File: config.mk
export PLATFORM = sky130hd
export DESIGN_NAME = masked_skid_reg
export DESIGN_NICKNAME = d
export VERILOG_FILES = /design/src/rtl/masked_skid_reg.sv
export SDC_FILE = /design/constraint.sdc
export NUM_CORES = 1
export LEC_CHECK = 0
export BUFFER_PORTS_ARGS = -buffer_cell sky130_fd_sc_hd__buf_2
export CORE_MARGIN = 4
export CORE_UTILIZATION = 41
export DETAILED_ROUTE_END_ITERATION = 10
export SLEW_MARGIN = 30
export SYNTH_ARGS = -nofsm -noshare
export SYNTH_HDL_FRONTEND = slang
export SYNTH_SLANG_ARGS = --single-unit
File: constraint.sdc
create_clock -name clk -period 1.8 [get_ports clk]
set_input_delay 0.36 -clock clk [delete_from_list [all_inputs] [get_ports clk]]
set_output_delay 0.36 -clock clk [all_outputs]
set_load 0.02 [all_outputs]
File: src/rtl/masked_skid_reg.sv
// Two-entry registered valid/ready skid buffer for a two-share Boolean-masked value.
// Optional feature: define MASKED_SKID_REFRESH_EN to re-mask both shares with rnd on input capture.
//
// state | meaning
// EMPTY | no pair held, out_valid=0, in_ready=1
// ONE   | main holds a pair, skid empty, out_valid=1, in_ready=1
// TWO   | main and skid both hold pairs, out_valid=1, in_ready=0
module masked_skid_reg #(
  parameter int WIDTH = 8,
  parameter int CNT_W = 8
) (
  input  logic             clk,
  input  logic             rst_n,
  input  logic             in_valid,
  output logic             in_ready,
  input  logic [WIDTH-1:0] in_s0,
  input  logic [WIDTH-1:0] in_s1,
  input  logic [WIDTH-1:0] rnd,
  output logic             out_valid,
  input  logic             out_ready,
  output logic [WIDTH-1:0] out_s0,
  output logic [WIDTH-1:0] out_s1,
  output logic [CNT_W-1:0] out_cnt
);

  // State bits are (main_full, skid_full).
  typedef enum logic [1:0] {
    EMPTY = 2'b00,
    ONE   = 2'b10,
    TWO   = 2'b11
  } state_t;

  state_t           state;
  logic [WIDTH-1:0] skid_s0;
  logic [WIDTH-1:0] skid_s1;
  logic [WIDTH-1:0] cap_s0;
  logic [WIDTH-1:0] cap_s1;
  logic             in_fire;
  logic             out_fire;

  assign in_fire  = in_valid & in_ready;
  assign out_fire = out_valid & out_ready;

  // Each share is refreshed on its own path; s0 and s1 never meet in logic.
`ifdef MASKED_SKID_REFRESH_EN
  assign cap_s0 = in_s0 ^ rnd;
  assign cap_s1 = in_s1 ^ rnd;
`else
  logic unused_rnd;
  assign unused_rnd = ^rnd;
  assign cap_s0 = in_s0;
  assign cap_s1 = in_s1;
`endif

  // Share registers are only loaded on capture/transfer, never cleared when emptying.
  always_ff @(posedge clk or negedge rst_n) begin
    if (!rst_n) begin
      state     <= EMPTY;
      out_valid <= 1'b0;
      in_ready  <= 1'b1;
      out_s0    <= '0;
      out_s1    <= '0;
      skid_s0   <= '0;
      skid_s1   <= '0;
      out_cnt   <= '0;
    end else begin
      if (out_fire) out_cnt <= out_cnt + CNT_W'(1);
      case (state)
        EMPTY: begin
          if (in_fire) begin
            state     <= ONE;
            out_s0    <= cap_s0;
            out_s1    <= cap_s1;
            out_valid <= 1'b1;
            in_ready  <= 1'b1;
          end
        end
        ONE: begin
          if (in_fire && !out_fire) begin
            state    <= TWO;
            skid_s0  <= cap_s0;
            skid_s1  <= cap_s1;
            in_ready <= 1'b0;
          end else if (in_fire && out_fire) begin
            out_s0 <= cap_s0;
            out_s1 <= cap_s1;
          end else if (out_fire) begin
            state     <= EMPTY;
            out_valid <= 1'b0;
          end
        end
        TWO: begin
          if (out_fire) begin
            state    <= ONE;
            out_s0   <= skid_s0;
            out_s1   <= skid_s1;
            in_ready <= 1'b1;
          end
        end
        default: begin
          state     <= EMPTY;
          out_valid <= 1'b0;
          in_ready  <= 1'b1;
        end
      endcase
    end
  end

endmodule
==> reports/qor.tcl <==
set qor(synthesis.nets) 193
set qor(syn_inst) 160
set qor(synth-edff-count) 0
set qor(post_drt_wl_per_cell_um) 14.4
set qor(yosysTopAreaCell) {sky130_fd_sc_hd__dfrtp_1}
set qor(place_ws_ns) 0.0813
set qor(critical_path.startpoint) {state[0]$_DFFE_PN0P_}
set qor(outcome) {finished, final reports clean}
set qor(relative_slew_slack) 0.621
set qor(seq_area_frac_synth) 0.538
set qor(placement.io_buffers) 45
set qor(postSynthRegisterBits) 44
set qor(drt_iter0_markers) 41
set qor(postLayoutCoreUtil) 0.526
set qor(grt_pass1_wl_um) 6450
set qor(floorplan.initialDensity) 0.428
set qor(floorplan.die_area_um2) 6190
set qor(timing.clock.skew_ns) 0.00670
set qor(synth_top_area_share) 0.525
set qor(grt_overflow) 0
set qor(root_buffer) {sky130_fd_sc_hd__clkbuf_8}
set qor(final_antenna_net_count) 0
set qor(cp.arrival_ns) 1.96
set qor(crit_path_max_fanout) 16
set qor(netSwitchingPower_mw) 1.90
set qor(timing.max_cap.violations) 0
set qor(grt_use_total) 0.134
set qor(crit_path_end_kind) {flip-flop}
set qor(maxClockFrequency_mhz) 576
set qor(switching_share) 0.390
set qor(route.final.wire_length_um) 4050
set qor(n_fill_cell) 443
set qor(hold_class) {in -> async}
set qor(clkTransAtPathRegs_ns) 0.09
set qor(synth.avg_cell_area_um2) 12.8
set qor(clock_latency_ns) 0.29
set qor(timing_hold_violations_final) 0
set qor(num_vias) 1387
set qor(antenna_cells) 0
set qor(drc_errors) 0
set qor(cts-htree-levels) 2
set qor(async_set_or_reset_flop_fraction_in_the_synthesized_netlist) 1.00
set qor(power_leakage_nw) 1.12
set qor(area_growth_pct) 22.8
set qor(yosys-top-cells-area) {sky130_fd_sc_hd__dfrtp_1 53%, sky130_fd_sc_hd__mux2_2 10%, sky130_fd_sc_hd__mux2i_1 7.8%}
set qor(worst_r2r_startpoint) {state[0]$_DFFE_PN0P_}
set qor(timing_max_transition_violations_final) 0
set qor(cts_made_buffers) 5
set qor(regArea_um2) 1100
set qor(via_count_of_the_first_global_routing_pass) 1377
set qor(core_um2) 4790
set qor(cts_buffer_depth) 2
set qor(ioPinCount) 54
set qor(startpoint_to_endpoint_class_of_the_critical_path) {reg -> reg}
set qor(synth_top_flop_cell) {sky130_fd_sc_hd__dfrtp_1}
set qor(post-route-period-util) 0.964
set qor(cts_hold_buf) 0
set qor(startpoint_type) {flip-flop}
set qor(place.gp.congestion) 0.728
set qor(fp.dieW_um) 78.7
set qor(die_h_um) 78.7
set qor(max_slew.worst_pin.slew_ns) 0.569
set qor(clock_power_share) 0.153
set qor(antenna_violations_before_repair) 0
set qor(numClockSinks) 44
set qor(cell_area_after_synthesis_um2) 2050
set qor(firstDrtPassIters) 4
set qor(cts_tree) {built}
set qor(p_seq_frac) 0.359
set qor(ys_types) 26
set qor(dpl.hpwl_um) 2700
set qor(setup_viol_count_final) 0
set qor(internal_power_mw) 2.98
set qor(vdd_drop_max_mv) 0.782
set qor(finalNetCount) 246
set qor(grt_max_degree) 45
set qor(placementRows) 25
set qor(period_minus_slack_ns) 1.74
set qor(detail_routed_via_count_per_cell) 4.94
set qor(post_route_cells_drive_above_1_share) 0.458
set qor(multi_input_area_um2) 891
set qor(required_ns) 2.03
set qor(final.setup.worst_slack_ns) 0.0646
set qor(power.density_nw_per_um2) 1940
set qor(synth.yosys.warnings) 0
set qor(power_frac_comb) 0.488
==> logic make-up (layout without fill, tap and decap cells) <==
kind of cell             after synthesis  in the layout  synth area share
adder cells (fa/ha/maj)                5              5            0.0305
XOR/XNOR                               8              8            0.0342
AND/OR/NAND/NOR                       35             35            0.0812
AO/OA/AOI/OAI                         25             25             0.106
buffers and inverters                  8             62            0.0275
flip-flops                            44             44             0.538
multiplexers                          35             35             0.183
==> critical path, cell delays in order, from the launching register on <==
cell                        delay [ns]
sky130_fd_sc_hd__dfrtp_1          0.42
sky130_fd_sc_hd__ha_1             0.22
sky130_fd_sc_hd__a21boi_1         0.18
sky130_fd_sc_hd__a2111oi_4        0.34
sky130_fd_sc_hd__buf_4            0.20
sky130_fd_sc_hd__buf_12           0.15
sky130_fd_sc_hd__nor2_1           0.06
sky130_fd_sc_hd__a21oi_2          0.11
==> layout by cell type (no fill, tap or decap) <==
| cell type | instances |
|---|---|
| sky130_fd_sc_hd__nand4_2 | 2 |
| sky130_fd_sc_hd__nand2_1 | 5 |
| sky130_fd_sc_hd__or2b_1 | 1 |
| sky130_fd_sc_hd__ha_1 | 5 |
| sky130_fd_sc_hd__mux2_2 | 19 |
| sky130_fd_sc_hd__a2111oi_4 | 1 |
| sky130_fd_sc_hd__a21boi_1 | 2 |
| sky130_fd_sc_hd__dfstp_2 | 1 |
| sky130_fd_sc_hd__clkinv_2 | 1 |
| sky130_fd_sc_hd__clkinvlp_4 | 1 |
| sky130_fd_sc_hd__o21ai_0 | 1 |
| sky130_fd_sc_hd__and2_1 | 1 |
| sky130_fd_sc_hd__mux2i_1 | 16 |
| sky130_fd_sc_hd__o32a_1 | 1 |
| sky130_fd_sc_hd__a21oi_2 | 14 |
| sky130_fd_sc_hd__inv_1 | 2 |
| sky130_fd_sc_hd__a21boi_0 | 1 |
| sky130_fd_sc_hd__clkbuf_16 | 1 |
| sky130_fd_sc_hd__nand4_1 | 3 |
| sky130_fd_sc_hd__dfrtp_1 | 43 |
| sky130_fd_sc_hd__buf_12 | 2 |
| sky130_fd_sc_hd__a211o_2 | 1 |
| sky130_fd_sc_hd__a21oi_1 | 4 |
| sky130_fd_sc_hd__buf_2 | 45 |
| sky130_fd_sc_hd__nor2_1 | 21 |
| sky130_fd_sc_hd__xnor2_1 | 6 |
| sky130_fd_sc_hd__bufinv_16 | 1 |
| sky130_fd_sc_hd__clkbuf_8 | 5 |
| sky130_fd_sc_hd__nor3_1 | 1 |
| sky130_fd_sc_hd__and3_1 | 1 |
| sky130_fd_sc_hd__buf_4 | 4 |
| sky130_fd_sc_hd__xor2_1 | 2 |
==> synthesized netlist by cell type, types with 2 or more instances <==
library cell and n:
sky130_fd_sc_hd__a21oi_1 4, sky130_fd_sc_hd__nor2_1 21, sky130_fd_sc_hd__mux2i_1 16, sky130_fd_sc_hd__a21boi_0 2, sky130_fd_sc_hd__mux2_2 19, sky130_fd_sc_hd__nand2_1 5
sky130_fd_sc_hd__xnor2_1 6, sky130_fd_sc_hd__nand4_1 3, sky130_fd_sc_hd__inv_1 2, sky130_fd_sc_hd__nand4_2 2, sky130_fd_sc_hd__buf_2 3, sky130_fd_sc_hd__a21oi_2 14
sky130_fd_sc_hd__ha_1 5, sky130_fd_sc_hd__xor2_1 2, sky130_fd_sc_hd__dfrtp_1 43, sky130_fd_sc_hd__buf_6 3
==> state kept, by name (all words and copies together) (netlist names) <==
register   cells
in_ready       1
skid_s1        8
out_s1         8
skid_s0        8
out_s0         8
out_cnt        8
state          2
out_valid      1
==> stage by stage <==
step | setup TNS, ns | hold slack (ns) | total power [mW] | area (um^2) | cells
2_1_floorplan | 0 | 0.0644 | 3.42 | 2050 | 160
3_3_place_gp | 0 | 0.454 | 3.91 | 2370 | 271
3_5_place_dp | 0 | 0.451 | 4.02 | 2370 | 271
4_1_cts | 0 | 0.153 | 4.78 | 2480 | 279
5_1_grt | -0.00374 | 0.181 | 5.23 | 2520 | 281
6_report | 0 | 0.129 | 4.88 | 2520 | 281
==> final timing paths <==
kind | end | slack, ns | cells after the start
worst max register to register | out_s0[3]$_DFFE_PN0P_ | 0.06 | 7
max in group asynchronous | skid_s0[0]$_DFFE_PN0P_ | 1.27 | 2
worst min register to register | out_cnt[7]$_DFFE_PN0P_ | 0.46 | 1
worst max-delay path | out_s0[3]$_DFFE_PN0P_ | 0.06 | 7
min in group clk | skid_s1[6]$_DFFE_PN0P_ | 0.31 | 2
worst min-delay path | out_cnt[4]$_DFFE_PN0P_ | 0.13 | 2
==> layer usage <==
| layer | part of all wire | wire length (um) | GRT usage |
|---|---|---|---|
| met1 | 0.44 | 1770 | 0.166 |
| met3 | 0.058 | 236 | 0.0408 |
| met4 | 0.012 | 48 | 0.0420 |
| met5 | 0 | 0 | 0 |
| met2 | 0.49 | 1990 | 0.225 |
==> final cells by class <==
| type | instances | share of cell area |
|---|---|---|
| Sequential cell | 44 | 0.438 |
| Multi-Input combinational cell | 108 | 0.354 |
| Clock buffer | 5 | 0.0273 |
| Inverter | 2 | 0.00298 |
| Timing Repair Buffer | 52 | 0.127 |
| Clock inverter | 3 | 0.0169 |
| Tap cell | 67 | 0.0333 |
==> power groups by stage <==
| stage | Clock, mW | Combinational [mW] | Sequential [mW] |
|---|---|---|---|
| final | 0.748 | 2.38 | 1.75 |
| after global placement | 0 | 2.18 | 1.73 |
| after floorplan | 0 | 1.41 | 2.02 |
| after CTS | 0.775 | 2.25 | 1.75 |
| after global routing | 0.824 | 2.59 | 1.81 |
| after detailed placement | 0 | 2.25 | 1.77 |
==> timing repair <==
action,in CTS,in global routing
buffers inserted,0,1
setup endpoints to repair,0,15
gates resized for setup,0,1
Note: power is estimated with default switching activity, not from simulation.
